`src/rtl/if_fetch_stage_if.sv`:
```
// if_fetch_stage_if: redirect/stall controls, instruction-memory port and IF/ID outputs of the fetch stage
interface if_fetch_stage_if #(parameter int CNT_W = 16);
  logic stall_i, branch_taken_i, jump_i;
  logic [31:0] branch_target_i, jump_target_i, imem_addr_o, imem_data_i;
  logic [31:0] if_id_instr_o, if_id_pc4_o;
  logic if_id_valid_o, misalign_o;
  logic [CNT_W-1:0] fetch_cnt_o, flush_cnt_o, stall_cnt_o;
  modport slave (
    input stall_i, branch_taken_i, branch_target_i, jump_i, jump_target_i, imem_data_i,
    output imem_addr_o, if_id_instr_o, if_id_pc4_o, if_id_valid_o, misalign_o,
    output fetch_cnt_o, flush_cnt_o, stall_cnt_o
  );
  modport master (
    output stall_i, branch_taken_i, branch_target_i, jump_i, jump_target_i, imem_data_i,
    input imem_addr_o, if_id_instr_o, if_id_pc4_o, if_id_valid_o, misalign_o,
    input fetch_cnt_o, flush_cnt_o, stall_cnt_o
  );
endinterface

```
`src/rtl/if_fetch_stage.sv`:
```
// if_fetch_stage: PC register, IF/ID register, redirect/stall handling and saturating counters
module if_fetch_stage #(
  parameter logic [31:0] RESET_PC = 32'h0000_0000,
  parameter logic [31:0] NOP_INSTR = 32'h0000_0000,
  parameter int CNT_W = 16
) (
  input logic clk,
  input logic reset,
  if_fetch_stage_if.slave f
);
  logic [31:0] pc_q, target;
  logic redirect;
  always_comb begin
    redirect = f.branch_taken_i | f.jump_i;
    target = f.branch_taken_i ? f.branch_target_i : f.jump_target_i;
  end
  assign f.imem_addr_o = pc_q;
  always_ff @(posedge clk) begin
    if (!reset) begin
      pc_q <= RESET_PC;
      f.if_id_instr_o <= NOP_INSTR;
      f.if_id_pc4_o <= '0;
      f.if_id_valid_o <= 1'b0;
      f.misalign_o <= 1'b0;
      f.fetch_cnt_o <= '0;
      f.flush_cnt_o <= '0;
      f.stall_cnt_o <= '0;
    end else if (redirect) begin
      pc_q <= {target[31:2], 2'b00};
      f.if_id_instr_o <= NOP_INSTR;
      f.if_id_pc4_o <= '0;
      f.if_id_valid_o <= 1'b0;
      f.misalign_o <= f.misalign_o | (|target[1:0]);
      if (~&f.flush_cnt_o) f.flush_cnt_o <= f.flush_cnt_o + CNT_W'(1);
    end else if (f.stall_i) begin
      if (~&f.stall_cnt_o) f.stall_cnt_o <= f.stall_cnt_o + CNT_W'(1);
    end else begin
      pc_q <= pc_q + 32'd4;
      f.if_id_instr_o <= f.imem_data_i;
      f.if_id_pc4_o <= pc_q + 32'd4;
      f.if_id_valid_o <= 1'b1;
      if (~&f.fetch_cnt_o) f.fetch_cnt_o <= f.fetch_cnt_o + CNT_W'(1);
    end
  end
endmodule

```
`src/flat_wrapper.sv`:
```
// flat-port wrapper written by rule: the top's interface ports become plain ports
module if_fetch_stage_flat 
#(
  parameter logic [31:0] RESET_PC = 32'h0000_0000,
  parameter logic [31:0] NOP_INSTR = 32'h0000_0000,
  parameter int CNT_W = 16
)
  (clk, reset, f_stall_i, f_branch_taken_i, f_branch_target_i, f_jump_i, f_jump_target_i, f_imem_data_i, f_imem_addr_o, f_if_id_instr_o, f_if_id_pc4_o, f_if_id_valid_o, f_misalign_o, f_fetch_cnt_o, f_flush_cnt_o, f_stall_cnt_o);
  if_fetch_stage_if #(.CNT_W(CNT_W)) f_i ();
  input logic clk;
  input logic reset;
  input wire logic [$bits(f_i.stall_i)-1:0] f_stall_i;
  input wire logic [$bits(f_i.branch_taken_i)-1:0] f_branch_taken_i;
  input wire logic [$bits(f_i.branch_target_i)-1:0] f_branch_target_i;
  input wire logic [$bits(f_i.jump_i)-1:0] f_jump_i;
  input wire logic [$bits(f_i.jump_target_i)-1:0] f_jump_target_i;
  input wire logic [$bits(f_i.imem_data_i)-1:0] f_imem_data_i;
  output wire logic [$bits(f_i.imem_addr_o)-1:0] f_imem_addr_o;
  output wire logic [$bits(f_i.if_id_instr_o)-1:0] f_if_id_instr_o;
  output wire logic [$bits(f_i.if_id_pc4_o)-1:0] f_if_id_pc4_o;
  output wire logic [$bits(f_i.if_id_valid_o)-1:0] f_if_id_valid_o;
  output wire logic [$bits(f_i.misalign_o)-1:0] f_misalign_o;
  output wire logic [$bits(f_i.fetch_cnt_o)-1:0] f_fetch_cnt_o;
  output wire logic [$bits(f_i.flush_cnt_o)-1:0] f_flush_cnt_o;
  output wire logic [$bits(f_i.stall_cnt_o)-1:0] f_stall_cnt_o;
  assign f_i.stall_i = f_stall_i;
  assign f_i.branch_taken_i = f_branch_taken_i;
  assign f_i.branch_target_i = f_branch_target_i;
  assign f_i.jump_i = f_jump_i;
  assign f_i.jump_target_i = f_jump_target_i;
  assign f_i.imem_data_i = f_imem_data_i;
  assign f_imem_addr_o = f_i.imem_addr_o;
  assign f_if_id_instr_o = f_i.if_id_instr_o;
  assign f_if_id_pc4_o = f_i.if_id_pc4_o;
  assign f_if_id_valid_o = f_i.if_id_valid_o;
  assign f_misalign_o = f_i.misalign_o;
  assign f_fetch_cnt_o = f_i.fetch_cnt_o;
  assign f_flush_cnt_o = f_i.flush_cnt_o;
  assign f_stall_cnt_o = f_i.stall_cnt_o;
  if_fetch_stage #(.RESET_PC(RESET_PC), .NOP_INSTR(NOP_INSTR), .CNT_W(CNT_W)) u_core (.clk(clk), .reset(reset), .f(f_i));
endmodule
```
`config.mk`:
```
export PLATFORM = sky130hd
export DESIGN_NAME = if_fetch_stage_flat
export DESIGN_NICKNAME = d
export VERILOG_FILES = /design/src/rtl/if_fetch_stage_if.sv /design/src/rtl/if_fetch_stage.sv /design/src/flat_wrapper.sv
export SDC_FILE = /design/constraint.sdc
export NUM_CORES = 1
export LEC_CHECK = 0
export CORE_MARGIN = 5
export CORE_UTILIZATION = 40
export CTS_CLUSTER_SIZE = 14
export DETAILED_ROUTE_END_ITERATION = 12
export PLACE_DENSITY_LB_ADDON = 0.05
export SETUP_SLACK_MARGIN = 0.1
export SYNTH_ARGS = -nofsm -noshare
export SYNTH_HDL_FRONTEND = slang
export SYNTH_SLANG_ARGS = --single-unit
```
`constraint.sdc`:
```
create_clock -name clk -period 5.15 [get_ports clk]
set_input_delay 0.7725 -clock clk [delete_from_list [all_inputs] [get_ports clk]]
set_output_delay 0.7725 -clock clk [all_outputs]
set_load 0.01 [all_outputs]
```
### Word level (Yosys, flattened, before mapping)

Cells that the tools add are included.

| operators by class | value |
|---|---|
| multiplexer cells | 3 |
| reductions and logical operators | 8 |
| bitwise gates (word level) | 8 |
| $add $sub $neg | 4 |
| equality and inequality tests | 1 |

Operators with widths:

| cell | count |
|---|---|
| $mux 32 | 3 |
| $add 16x1->16 const B | 3 |
| $reduce_and 16->1 | 3 |
| $add 32x3->32 const B | 1 |
| $not 1->1 | 6 |
| $reduce_and 3->1 | 2 |
| $reduce_or 2->1 | 2 |
| $ne 2x1->1 const B | 1 |
| $or 1x1->1 | 2 |
| $reduce_and 2->1 | 1 |

| storage, ports and cells | value |
|---|---|
| output and inout port bits | 146 |
| word-level logic and storage cells | 33 |
| register bits | 146 |
| bits of input ports | 101 |

### Depth between registers and ports, before layout

Gate-level depths: netlist (run 1).

| logic depth | value |
|---|---|
| word-level depth | 3 |
| gate-level depth with buffers | 7 |
| mapped depth without buffers | 6 |

### Worst setup path after synthesis (run 1)

No wires, ideal clock.

| path | value |
|---|---|
| path type | input -> register |
| from | in f_stall_i |
| to | reg u_core.f.fetch_cnt_o[14] |
| library setup time | 0.128 ns |
| slack | 2.948 ns |
| cell stages on the path | 5 |
| arrival | 2.074 ns |
| data required time | 5.022 ns |
| cells stage by stage | or3_1 -> or3_1 -> nor4_1 -> mux2i_1 -> nor2_1 |

| between the ends | value |
|---|---|
| word-level cells in the longest chain between the ends | 2 |

RTL lines:

| element | line | text |
|---|---|---|
| from (decl) | flat_wrapper.sv:12 | `input wire logic [$bits(f_i.stall_i)-1:0] f_stall_i;` |
| $not 1->1 (no line) | -- |  |
| $reduce_and 3->1 (no line) | -- |  |
| to (signal assigned) | if_fetch_stage.sv:42 | `if (~&f.fetch_cnt_o) f.fetch_cnt_o <= f.fetch_cnt_o + CNT_W'(1);` |
| to (decl) | if_fetch_stage_if.sv:11 | `output fetch_cnt_o, flush_cnt_o, stall_cnt_o` |

No other way between the ends.
A chain may end at the register's enable or synchronous reset.

### Final worst setup path (run 1)

| path | value |
|---|---|
| from | in reset |
| to | reg u_core.f.if_id_pc4_o[10] |

| between the ends | value |
|---|---|
| word-level cells in the longest chain between the ends | 2 |

RTL lines:

| element | line | text |
|---|---|---|
| from (decl) | flat_wrapper.sv:11 | `input logic reset;` |
| $not 1->1 (no line) | -- |  |
| $reduce_or 2->1 (no line) | -- |  |
| to (signal assigned) | if_fetch_stage.sv:40 | `f.if_id_pc4_o <= pc_q + 32'd4;` |
| to (decl) | if_fetch_stage_if.sv:10 | `output imem_addr_o, if_id_instr_o, if_id_pc4_o, if_id_valid_o, misalign_o,` |

No other way between the ends.

==> flow_summary.ini, run 1 <==
[min_path]
min_path_type = register to register

[pwr]
switching_power_uw = 689
p_int_uw = 2140
ir_worst_vdd_uv = 226
power_leakage_uw = 0.00352
p_sw_share_pct = 24.4
power.density_nw_per_um2 = 279
comb_power_share_pct = 11.4
seq_power_share_pct = 41.5
clkPwrFrac_pct = 47.1

[global_routing]
grt_pass1_vias = 6679
grt_max_degree = 65
track_usage_pct = 22.3
antenna_found_initial = 0
grt-ovfl-total = 0
grt_pass1_wl_um = 36200

[sta]
fin_skew_ns = 0.00786
finalSetupViolCount = 0
hold_viol = 0
worst_slew_pin_slew_ns = 1.13
setup_ws_ns = 2.54
maxSlewViolCount = 0
hold_ws_ns = 0.465
fin_crit_sh_pct = 50.7
rsz0062_at_grt = false
max_freq_mhz = 383
tns_ns = 0
slew_headroom_pct = 24.2
fin_crit_ns = 2.61

[placement]
routabilityCongestion = 0.793
place_area_sq_um = 9510
pre_cts_slack_ns = 2.10
io_buffers = 242
dp_hpwl_um = 16300

[yosys]
yosys_warnings = 0
synth_compound_area_share_pct = 17.1
synth_edf_count = 0
synth_cells = 861
synthMuxAreaShare_pct = 5.45
synth_area_per_cell_sq_um = 8.13
synthXorXnorAreaFrac_pct = 5.63
synthAdderAreaFrac_pct = 0.715
async_reset_ff_share_pct = 0
synth_ff_type = dfxtp_1
synth_top_family_by_area = simple AND/OR/NAND/NOR gates
synth-seq-cells = 142
yosysSeqAreaShare_pct = 40.6
synth.distinct_cells = 61
syn-cell-area_sq_um = 7000
synth-simple-area-share_pct = 26.1

[worst_setup_path]
cp-start-kind = input pin
cp_slowest_cell = nor3_2
r2r_setup_slack_ns = 2.77
critPathMaxStageDelay_ns = 0.86
path_class = input pin to register
cp_data_required_time_ns = 5.50
cp_data_arrival_time_ns = 2.96
worstPathMaxFanout = 37
crit_chain = clkdlybuf4s50_1 -> buf_4 -> inv_2 -> nor3_2 -> o21ai_0 -> a21oi_1
endpoint_kind = register

[finish]
nets = 1178
fillers = 1584
insertedDiodeCount = 0
final_core_util_pct = 58.9
register_area_sq_um = 2840
syn_to_final_growth_pct = 45.1
final_area_sq_um = 10200
multi_input_area_sq_um = 3880
final_common_cell = clkdlybuf4s50_1
layout_common_cells = clkdlybuf4s50_1, dfxtp_1, nor2_1
drive_gt1_share_pct = 5.62

[cts]
clk_pin_slew_ns = 0.06
clockBufferDepth = 2
clock_latency_ns = 0.43
clock_sinks = 142
cts_buffers = 17
cts_resized = 0
cts_root_buf = clkbuf_16
tritoncts = built
cts_setup_buffers = 0
h-tree-depth = 4
ctsHoldBuffers = 0

[routing]
dr.first_iter.drc_count = 383
wirelength_um = 23000
via_count = 7015
wl_per_cell_um = 17.5
drc_errors = 0
avgViaCountPerCell = 5.35
dr.pass1.iters = 5
ant_nets = 0

[floorplanning]
dieArea_sq_um = 20200
ioPinCount = 247
fp-row-count = 48
core_sq_um = 17200
die_x_um = 142
start_util_pct = 40.6
die_h_um = 142

[outcome]
status = completed

[job]
cap_violations = 0
-- power groups by stage --
stage	clock (uW)	sequential (uW)	combinational [uW]
6_report	1330	1170	321
5_1_grt	1400	1180	352
4_1_cts	1360	1170	324
3_5_place_dp	0	1200	322
3_3_place_gp	0	1200	322
2_1_floorplan	0	1200	141
-- state kept, by name (all words and copies together), names as in the netlist --
name,cells
u_core.f.fetch_cnt_o,16
u_core.f.flush_cnt_o,16
u_core.f.if_id_instr_o,32
u_core.f.if_id_pc4_o,30
u_core.f.if_id_valid_o,1
u_core.f.imem_addr_o,30
u_core.f.misalign_o,1
u_core.f.stall_cnt_o,16
-- through the flow --
stage	power, uW	std cells
2_1_floorplan	1340	864
3_3_place_gp	1520	1279
3_5_place_dp	1520	1279
4_1_cts	2860	1311
5_1_grt	2930	1311
6_report	2830	1311
-- layer usage --
metal / up-vias / share of wire (%) / GRT usage, %
met3: 16 / 9.6 / 9.21
met5: - / 0 / 0
met4: 0 / 0.94 / 4.60
met1: 3268 / 44 / 29.2
met2: 227 / 45 / 34.8
li1: 3504 / - / -
-- synth_stat cells (all sizes together) (13+ instances only) --
| library cell | n | area [sq um] |
|---|---|---|
| nand3 | 32 | 165 |
| buf | 21 | 110 |
| inv | 13 | 48.8 |
| nor4 | 19 | 134 |
| o21ai | 57 | 297 |
| nand2 | 90 | 338 |
| nor3 | 24 | 120 |
| and2 | 13 | 81.3 |
| mux2i | 37 | 370 |
| nand4 | 21 | 144 |
| xnor2 | 27 | 236 |
| or3 | 14 | 87.6 |
| clkbuf | 38 | 143 |
| a21oi | 78 | 390 |
| xor2 | 18 | 158 |
| dfxtp | 142 | 2840 |
| nor2 | 99 | 372 |
-- critical path, delay by kind of cell --
family | cells | cell delay [ns]
buffers and inverters | 3 | 0.90
AND/OR/NAND/NOR | 1 | 0.86
AO/OA/AOI/OAI | 2 | 0.42
-- area by class of cell --
| class | count | area share (%) |
|---|---|---|
| Multi-Input combinational cell | 650 | 38.2 |
| Tap cell | 225 | 2.77 |
| Timing Repair Buffer | 249 | 24.3 |
| Inverter | 13 | 0.481 |
| Clock inverter | 13 | 1.84 |
| Sequential cell | 142 | 28.0 |
| Clock buffer | 19 | 4.46 |
-- final timing paths --
path / start / to / cells past startpoint
setup / recovery: reset / u_core.f.if_id_pc4_o[10] / 6
hold / removal: u_core.f.if_id_pc4_o[21] / u_core.f.if_id_pc4_o[21] / 2
setup reg to reg: u_core.f.fetch_cnt_o[2] / u_core.f.fetch_cnt_o[7] / 5
hold reg to reg: u_core.f.if_id_pc4_o[21] / u_core.f.if_id_pc4_o[21] / 2
-- cell families after synthesis --
logic type	after synthesis
buffers and inverters	72
AO/OA/AOI/OAI	196
multiplexers	38
flip-flops	142
XOR/XNOR	45
AND/OR/NAND/NOR	363
adder cells (fa/ha/maj)	4
other	1
Note: power is estimated with default switching activity, not from simulation.
==> inputs of run 2 (changes only) <==
==> constraint.sdc (replaced) <==
create_clock -name clk -period 2.5 [get_ports clk]
set_input_delay 0.375 -clock clk [delete_from_list [all_inputs] [get_ports clk]]
set_output_delay 0.375 -clock clk [all_outputs]
set_load 0.01 [all_outputs]
==> flow_summary.ini, run 2 (same netlist as run 1, synthesis figures left out) <==
[placement]
dp.cells = 1305
pre_cts_slack_ns = 0.441
dp_hpwl_um = 17500
routabilityCongestion = 0.822
io_buffers = 242

[finish]
syn_to_final_growth_pct = 47.7
layout_common_cells = clkdlybuf4s50_1, dfxtp_1, nor2_1
largest_reg_flops = 32
top_register = u_core.f.if_id_instr_o
fin_cells = 1337
final_common_cell = clkdlybuf4s50_1
drive_gt1_share_pct = 7.73
nets = 1204
insertedDiodeCount = 0

[cts]
h-tree-depth = 4
cts_resized = 0
clockBufferDepth = 2
clock_latency_ns = 0.43
clock_sinks = 142
clk_pin_slew_ns = 0.06
cts_buffers = 17
cts_setup_buffers = 0
ctsHoldBuffers = 0
tritoncts = built
cts_root_buf = clkbuf_16

[sta]
max_freq_mhz = 476
rsz0062_at_grt = false
slew_headroom_pct = 51.7
fin_crit_ns = 2.10
hold_ws_ns = 0.459
fin_skew_ns = 0.0122
fin_crit_sh_pct = 84.0
tns_ns = 0
hold_viol = 0
finalSetupViolCount = 0
maxSlewViolCount = 0
worst_slew_pin_slew_ns = 0.718
setup_ws_ns = 0.400

[pwr]
power.density_nw_per_um2 = 556
fin_total_pwr_uw = 5750
ir_worst_vdd_uv = 481
power_leakage_uw = 0.00365

[routing]
dr.pass1.iters = 6
ant_nets = 0
wirelength_um = 23900
drc_errors = 0
via_count = 7174
wl_per_cell_um = 17.9
dr.first_iter.drc_count = 405
avgViaCountPerCell = 5.37

[floorplanning]
die_x_um = 142
core_sq_um = 17200
die_h_um = 142
ioPinCount = 247
dieArea_sq_um = 20200
start_util_pct = 40.6
fp-row-count = 48

[global_routing]
grt_pass1_wl_um = 37100
grt_pass1_vias = 6725
grt-ovfl-total = 0
grt_max_degree = 49
antenna_found_initial = 0
track_usage_pct = 23.0

[worst_setup_path]
worstPathMaxFanout = 7
path_class = register to register
cp_data_required_time_ns = 2.81
cp_data_arrival_time_ns = 2.41
cp-start-kind = register
endpoint_kind = register

[outcome]
status = completed

[job]
cap_violations = 0

[min_path]
min_path_type = register to register
run 2: cell types whose count changed in the layout (fill, tap and decap cells not counted), moves of 2 or more:
cell	delta
bufinv_16	-2
clkbuf_8	+4
buf_4	+25
inv_6	-2
run 2: worst max-delay path, cell delays in order (launching register included):
cell and delay [ns]:
dfxtp_1 0.46, nand4_1 0.23, or4_1 0.70, o31a_1 0.33
o21ai_0 0.18, a21oi_1 0.09
run 2: cell type report:
| type | count | area [sq um] |
|---|---|---|
| Fill cell | 1584 | 6900 |
| Multi-Input combinational cell | 650 | 3880 |
| Sequential cell | 142 | 2840 |
| Timing Repair Buffer | 275 | 2670 |
| Clock buffer | 24 | 512 |
| Tap cell | 225 | 282 |
| Clock inverter | 8 | 104 |
| Inverter | 13 | 48.8 |
run 2: worst paths after layout:
check | cells past startpoint | from | end | slack (ns)
hold reg to reg | 1 | u_core.f.if_id_valid_o | u_core.f.if_id_valid_o | 0.46
setup / recovery | 5 | u_core.f.imem_addr_o[10] | u_core.f.imem_addr_o[21] | 0.40
setup reg to reg | 5 | u_core.f.imem_addr_o[10] | u_core.f.imem_addr_o[21] | 0.40
hold / removal | 1 | u_core.f.if_id_valid_o | u_core.f.if_id_valid_o | 0.46
run 2: routing by layer:
layer / wire length, um / vias up / share of wire, % / track usage [%]
met5: 0 / - / 0 / 0
met4: 282 / 0 / 1.2 / 6.01
met3: 2450 / 26 / 10 / 8.87
met2: 10800 / 279 / 45 / 36.1
met1: 10400 / 3322 / 43 / 29.9
li1: - / 3547 / - / -
run 2: where the power goes:
part | switching, uW | internal (uW)
combinational | 338 | 385
clock | 998 | 1630
sequential | 73.5 | 2320
total | 1410 | 4340
run 2: per-stage QoR:
step,instance area [sq um],util [%]
final,10300,60.0
after global routing,10300,60.0
after CTS,10300,60.0
after detailed placement,9720,56.4
after global placement,9720,56.4
after floorplan,7010,-
